==> src/rtl/instr_fetch_unit.sv <==
`timescale 1ns/1ps
// Instruction fetch unit: IDLE/REQ/HOLD FSM feeding decode, with jump/branch PC redirect on handshake.
// Define IFETCH_ILLEGAL_TRAP_EN to compile in the illegal-opcode TRAP state.
module instr_fetch_unit #(
   parameter logic [31:0] RESET_PC = 32'h0000_0000
) (
   input  logic        clk,
   input  logic        reset,
   output logic        imem_req,
   output logic [31:0] imem_addr,
   input  logic        imem_ack,
   input  logic [31:0] imem_rdata,
   output logic        ir_valid,
   input  logic        ir_ready,
   output logic [31:0] instr,
   output logic [5:0]  op,
   output logic [31:0] pc_out,
   output logic [31:0] pc_plus4,
   input  logic        jump,
   input  logic [25:0] jump_target,
   input  logic        branch_taken,
   input  logic [15:0] branch_offset,
   output logic        illegal
);

   typedef enum logic [1:0] {
      IDLE = 2'd0,
      REQ  = 2'd1,
      HOLD = 2'd2
`ifdef IFETCH_ILLEGAL_TRAP_EN
      , TRAP = 2'd3
`endif
   } state_t;

   state_t      state_q, state_d;
   logic [31:0] pc_q, pc_d;
   logic [31:0] instr_q, instr_d;
   logic [31:0] branch_disp;

`ifdef IFETCH_ILLEGAL_TRAP_EN
   logic op_legal;
   assign op_legal = (imem_rdata[31:26] == 6'h00) || (imem_rdata[31:26] == 6'h23) ||
                     (imem_rdata[31:26] == 6'h02);
`endif

   // NOTE: sequential state uses non-blocking (<=) so every flop samples pre-edge values.
   always_ff @(posedge clk) begin
      if (reset) begin
         state_q <= IDLE;
         pc_q    <= RESET_PC;
         instr_q <= '0;
      end else begin
         state_q <= state_d;
         pc_q    <= pc_d;
         instr_q <= instr_d;
      end
   end

   // NOTE: every always_comb output gets a default first so no latch is inferred.
   always_comb begin
      state_d = state_q;
      unique case (state_q)
         IDLE: state_d = REQ;
         REQ: begin
            if (imem_ack) begin
`ifdef IFETCH_ILLEGAL_TRAP_EN
               state_d = op_legal ? HOLD : TRAP;
`else
               state_d = HOLD;
`endif
            end
         end
         HOLD: if (ir_ready) state_d = REQ;
`ifdef IFETCH_ILLEGAL_TRAP_EN
         TRAP: state_d = TRAP;
`endif
         default: state_d = IDLE;
      endcase
   end

   assign branch_disp = {{14{branch_offset[15]}}, branch_offset, 2'b00};

   // Redirect operands matter only on the HOLD handshake; jump wins over branch.
   always_comb begin
      pc_d    = pc_q;
      instr_d = instr_q;
      if (state_q == REQ && imem_ack) begin
         instr_d = imem_rdata;
      end
      if (state_q == HOLD && ir_ready) begin
         if (jump)              pc_d = {pc_plus4[31:28], jump_target, 2'b00};
         else if (branch_taken) pc_d = pc_plus4 + branch_disp;
         else                   pc_d = pc_plus4;
      end
   end

   always_comb begin
      imem_req = 1'b0;
      ir_valid = 1'b0;
      illegal  = 1'b0;
      unique case (state_q)
         REQ:  imem_req = 1'b1;
         HOLD: ir_valid = 1'b1;
`ifdef IFETCH_ILLEGAL_TRAP_EN
         TRAP: illegal  = 1'b1;
`endif
         default: ;
      endcase
   end

   assign imem_addr = pc_q;
   assign pc_out    = pc_q;
   assign pc_plus4  = pc_q + 32'd4;
   assign instr     = instr_q;
   assign op        = instr_q[31:26];

endmodule

==> config.mk <==
export PLATFORM = sky130hd
export DESIGN_NAME = instr_fetch_unit
export DESIGN_NICKNAME = d
export VERILOG_FILES = /design/src/rtl/instr_fetch_unit.sv
export SDC_FILE = /design/constraint.sdc
export NUM_CORES = 1
export LEC_CHECK = 0
export ABC_AREA = 1
export CORE_MARGIN = 2
export CORE_UTILIZATION = 51
export CTS_BUF_LIST = sky130_fd_sc_hd__clkbuf_8
export DETAILED_ROUTE_END_ITERATION = 10
export PLACE_DENSITY = 0.92
export SLEW_MARGIN = 10
export SYNTH_ARGS = -nofsm -noshare
export SYNTH_HDL_FRONTEND = slang
export SYNTH_SLANG_ARGS = --single-unit
==> constraint.sdc <==
create_clock -name clk -period 4.6 [get_ports clk]
set_input_delay 0.92 -clock clk [delete_from_list [all_inputs] [get_ports clk]]
set_output_delay 0.92 -clock clk [all_outputs]
set_load 0.01 [all_outputs]
# Word level (Yosys, flattened, before mapping)
# Cells that the tools add are included.
dict set report classes {
  n_mux 7
  add_sub_neg 2
  n_reduce_logical 4
  eq_ne 4
}
# cell count
set op_table {}
lappend op_table {{32-bit two-way mux} 2}
lappend op_table {{32-bit by 3-bit adder with 32-bit output (second input constant)} 1}
lappend op_table {{32-bit adder} 1}
lappend op_table {{2-bit one-hot mux with 3 select lines} 1}
lappend op_table {{2-bit two-way mux} 2}
lappend op_table {{2-bit inequality test (second input constant)} 2}
lappend op_table {{2-bit by 1-bit equality test with 1-bit output (second input constant)} 1}
lappend op_table {{2-bit equality test (second input constant)} 1}
lappend op_table {{1-bit logical AND} 2}
lappend op_table {{2-bit zero test} 1}
lappend op_table {{1-bit two-way mux} 2}
lappend op_table {{2-bit AND reduction} 1}
dict set report totals {
  reg_bits 66
}

# Depth between registers and ports, before layout
dict set report logic_depth {
  word_depth 4
  ltp_mapped 23
}

# Worst setup path before layout
# Ideal clock, no wire load.
dict set report synth_timing {
  kind {register to register}
  start {reg pc_q[2] (netlist: imem_addr[2])}
  end {reg pc_q[30] (netlist: imem_addr[30])}
  arrival_time_ns 2.805
  synth_period_minus_slack_ns 2.875
  path_slack_ns 1.725
  stages_incl_launch_ff 19
  n_path_buf 0
  path_cell_list {dfxtp_1 -> ha_1 -> nand2_1 -> nor2_4 -> nand2_1 -> nor2_4 -> xor2_1 -> ha_1 -> nand2_1 -> inv_1 -> a21oi_1 -> nand2_1 -> nand2_1 -> nand2_1 -> nand3_1 -> nand2_1 -> nand2_1 -> nand3_1 -> a21oi_1}
}
dict set report synth_between {
  elab_chain_len 4
}
# item line_no
set synth_rtl {}
lappend synth_rtl {{start, declared} 36} ;# logic [31:0] pc_q, pc_d;
lappend synth_rtl {{start signal, assigned} 54} ;# pc_q <= pc_d;
lappend synth_rtl {{32-bit by 3-bit adder with 32-bit output} 113} ;# assign pc_plus4 = pc_q + 32'd4;
lappend synth_rtl {{named net pc_plus4[8]} 18} ;# output logic [31:0] pc_plus4,
lappend synth_rtl {{32-bit adder} 92} ;# else if (branch_taken) pc_d = pc_plus4 + branch_disp;
lappend synth_rtl {{32-bit two-way mux} 92}
lappend synth_rtl {{32-bit two-way mux} 91} ;# if (jump) pc_d = {pc_plus4[31:28], jump_target, 2'b00};
# The timed path passes the listed nets, and every way through them passes these cells.
# A chain may end at the register's enable or synchronous reset.

# Worst setup path after layout
dict set report layout_timing {
  start {reg pc_q[2] (netlist: imem_addr[2])}
  end {out pc_plus4[8]}
}
dict set report layout_between {
  elab_chain_len 1
}
# item line_no
set layout_rtl {}
lappend layout_rtl {{32-bit by 3-bit adder with 32-bit output} 113}
lappend layout_rtl {{end, declared} 18}
# Every way passes these cells.

==> impl_metrics.tcl <==
set metrics [dict create \
    outcome "complete, no violations" \
    nets 1357 \
    post_synth.cell_area_avg_um2 5.788 \
    grtUsageTotal_pct 36.10 \
    required_ns 3.68 \
    clock_path_buffers 2 \
    power_density_nw_per_um2 186.3 \
    crit_arrival_ns 2.89 \
    swShare_pct 33.81 \
    cts_root_buf "clkbuf_8" \
    post_route_cells_drive_above_1_share_pct 4.177 \
    cap_violations 0 \
    synth_cell_type_count 40 \
    cts_setup_buffers 0 \
    grt_max_degree 39 \
    clock_sinks 64 \
    cts_buffers 9 \
    dp_slack_ns 0.8217 \
    hold_class "register to register" \
    die_h_um 114.8 \
    slew_violations 0 \
    postSynthCellCount 1081 \
    fin_worst_skew_ns 0.01079 \
    yosysSeqAreaShare_pct 20.48 \
    ff2ff_setup_slack_ns 0.96 \
    p_int_mw 1.032 \
    via_per_inst 5.662 \
    wl_um 24160 \
    diodes 0 \
    min_period_ns 3.806 \
    drtIter0Drc 944 \
    synth_edf_count 0 \
    vias 7881 \
    critPathLaunchType "register" \
    fin_ws_ns 0.7942 \
    ant_nets 0 \
    rows 40 \
    synth.area.top_cells "dfxtp_1, nand2_1, inv_1" \
    fmax_mhz 262.8 \
    synth_top_area_cell "dfxtp_1" \
    power.switching_uw 527.4 \
    tightest_slew_ns 1.122 \
    final_area_um2 8371 \
    max-vdd-ir-drop_mv 0.2233 \
    dp_hpwl_um 18860 \
    ctsHoldBuffers 0 \
    final_util_pct 69.69 \
    start_util_pct 52.09 \
    crit_path_max_fanout 7 \
    r2r_start "imem_addr[2]" \
    cts_tree "built" \
    fillers 1052 \
    cp-end-kind "output port" \
    portBuffers 209 \
    worstSetupPathType "register to output port" \
    clkTransAtPathRegs_ns 0.08 \
    coreArea_um2 12010 \
    p_seq_share_pct 38.6 \
    finalSetupTns_ns 0 \
    cts_resized 0 \
    hold_depth 2 \
    grt_pass1_vias 7163 \
    ff2ff_path_depth 18 \
    grt_pass1_wl_um 37120 \
    finalSetupViolCount 0 \
    gp_congestion 0.9794 \
    netlist.area_leader.share_pct 20.48 \
    synthesis.area_um2 6257 \
    die_w_um 114.8 \
    clock_latency_ns 0.37 \
    async_flop_share_pct 0 \
    dieArea_um2 13170 \
    antenna_found_initial 0 \
    relSlewSlack_pct 25.02 \
    combPwrFrac_pct 28.6 \
    rsz0062_at_grt "no" \
    place_area_um2 8168 \
    synthFlopType "dfxtp_1" \
    finalHoldViolCount 0 \
    syn2layout_area_growth_pct 33.77 \
    post-route-period-util_pct 82.74 \
    drc 0 \
    overflow 0 \
    hp-start "instr[4]" \
    p_leak_nw 3.901 \
    synth_warnings 0 \
    timing.rr.end "imem_addr[30]" \
    drt-wirelength-per-cell_um 17.35 \
    htreeDepth 3 \
    drtPass1Iterations 7 \
    worstHoldEndpoint "instr[4]" \
    io_pins 217 \
    clkPwrFrac_pct 32.8 \
    ys_seq_elements 64 \
]
## power by group through the flow
stage	Clock [mW]	Combinational [mW]	Sequential, mW
finish	0.512	0.446	0.601
global route	0.535	0.481	0.604
CTS	0.509	0.439	0.600
detailed placement	0	0.436	0.613
global placement	0	0.430	0.611
floorplan	0	0.228	0.615
## registers in the layout, indices dropped and copies added, names as in the netlist
name	cells
imem_addr	30
state_q	2
instr	32
## metal layers
layer	wire, µm	share of wire (%)	global-route usage [%]
met4	1162	4.8	17.59
met5	0	0	0
met3	2619	11	5.588
met1	9687	40	48.93
met2	10690	44	56.25
## through the flow
stage               power [mW]  std cells  hold slack (ns)
floorplan               0.8427       1087           0.4857
global placement         1.042       1376           0.4473
detailed placement       1.048       1376           0.4546
CTS                      1.548       1392           0.4639
global route             1.620       1392           0.4821
finish                   1.560       1392           0.4606
## synth_stat cells, types with 2 or more instances
| master | n |
|---|---|
| xor2_1 | 13 |
| nand2_1 | 335 |
| a21o_1 | 5 |
| buf_2 | 2 |
| o21ai_0 | 37 |
| nor3_1 | 6 |
| buf_1 | 2 |
| nor2_1 | 80 |
| xnor2_1 | 5 |
| ha_1 | 36 |
| nor3b_2 | 2 |
| a21oi_1 | 111 |
| o211ai_1 | 5 |
| o21ai_1 | 4 |
| o22ai_1 | 2 |
| nor2_4 | 4 |
| clkbuf_1 | 26 |
| dfxtp_1 | 64 |
| nor3_2 | 3 |
| nand3_1 | 92 |
| and2_1 | 3 |
| buf_4 | 43 |
| nand4_1 | 11 |
| nand2_4 | 2 |
| o21bai_1 | 4 |
| inv_1 | 151 |
| nand3b_1 | 6 |
| nor2_2 | 6 |
| nand2_2 | 4 |
| or2_2 | 4 |
| a31oi_1 | 4 |
## how the worst max path moves through the flow
stage	from	endpoint	slack [ns]	cells after the start
3_5_place_dp	branch_offset[15]	imem_addr[27]	0.82	12
4_1_cts	imem_addr[2]	pc_plus4[8]	0.85	7
5_1_grt	imem_addr[2]	pc_plus4[8]	0.69	7
2_1_floorplan	imem_addr[2]	imem_addr[30]	1.72	18
3_3_place_gp	branch_offset[15]	imem_addr[27]	0.81	12
6_report	imem_addr[2]	pc_plus4[8]	0.79	7
## kinds of logic after synthesis
logic type | Yosys count | synth area share (%)
buffers and inverters | 227 | 16.26
flip-flops | 64 | 20.48
AO/OA/AOI/OAI | 175 | 14.86
AND/OR/NAND/NOR | 559 | 38.31
other | 1 | 0.05993
XOR/XNOR | 18 | 2.519
adder cells (fa/ha/maj) | 37 | 7.518
## layout make-up
| type | instances | area (µm²) | area share, % |
|---|---|---|---|
| sequential | 64 | 1281 | 15.31 |
| multi-input combinational | 796 | 3984 | 47.59 |
| clock buffer | 9 | 123.9 | 1.480 |
| inverter | 153 | 574.3 | 6.861 |
| clock inverter | 7 | 78.83 | 0.9417 |
| tap | 147 | 183.9 | 2.197 |
| timing repair buffer | 216 | 2145 | 25.62 |
## cells in the final DEF (no fill, tap or decap), types with 5 or more instances in the layout
cell	count
nand3_1	92
ha_1	36
nand4_1	11
xnor2_1	5
buf_4	7
clkbuf_8	9
xor2_1	13
nand2_1	335
inv_1	151
nor2_2	7
o211ai_1	5
nor2_1	79
a21o_1	5
clkdlybuf4s50_1	209
a21oi_1	111
nor3_1	6
conb_1	7
dfxtp_1	64
nand3b_1	6
o21ai_0	37
## worst max-delay path, cell delays in order (launching register included)
cell	delay (ns)
dfxtp_1	0.52
ha_1	0.31
nand2_1	0.13
nor2_4	0.21
nand2_1	0.15
nor2_4	0.18
xor2_1	0.39
clkdlybuf4s50_1	0.63
(Power assumes the default switching activity.)
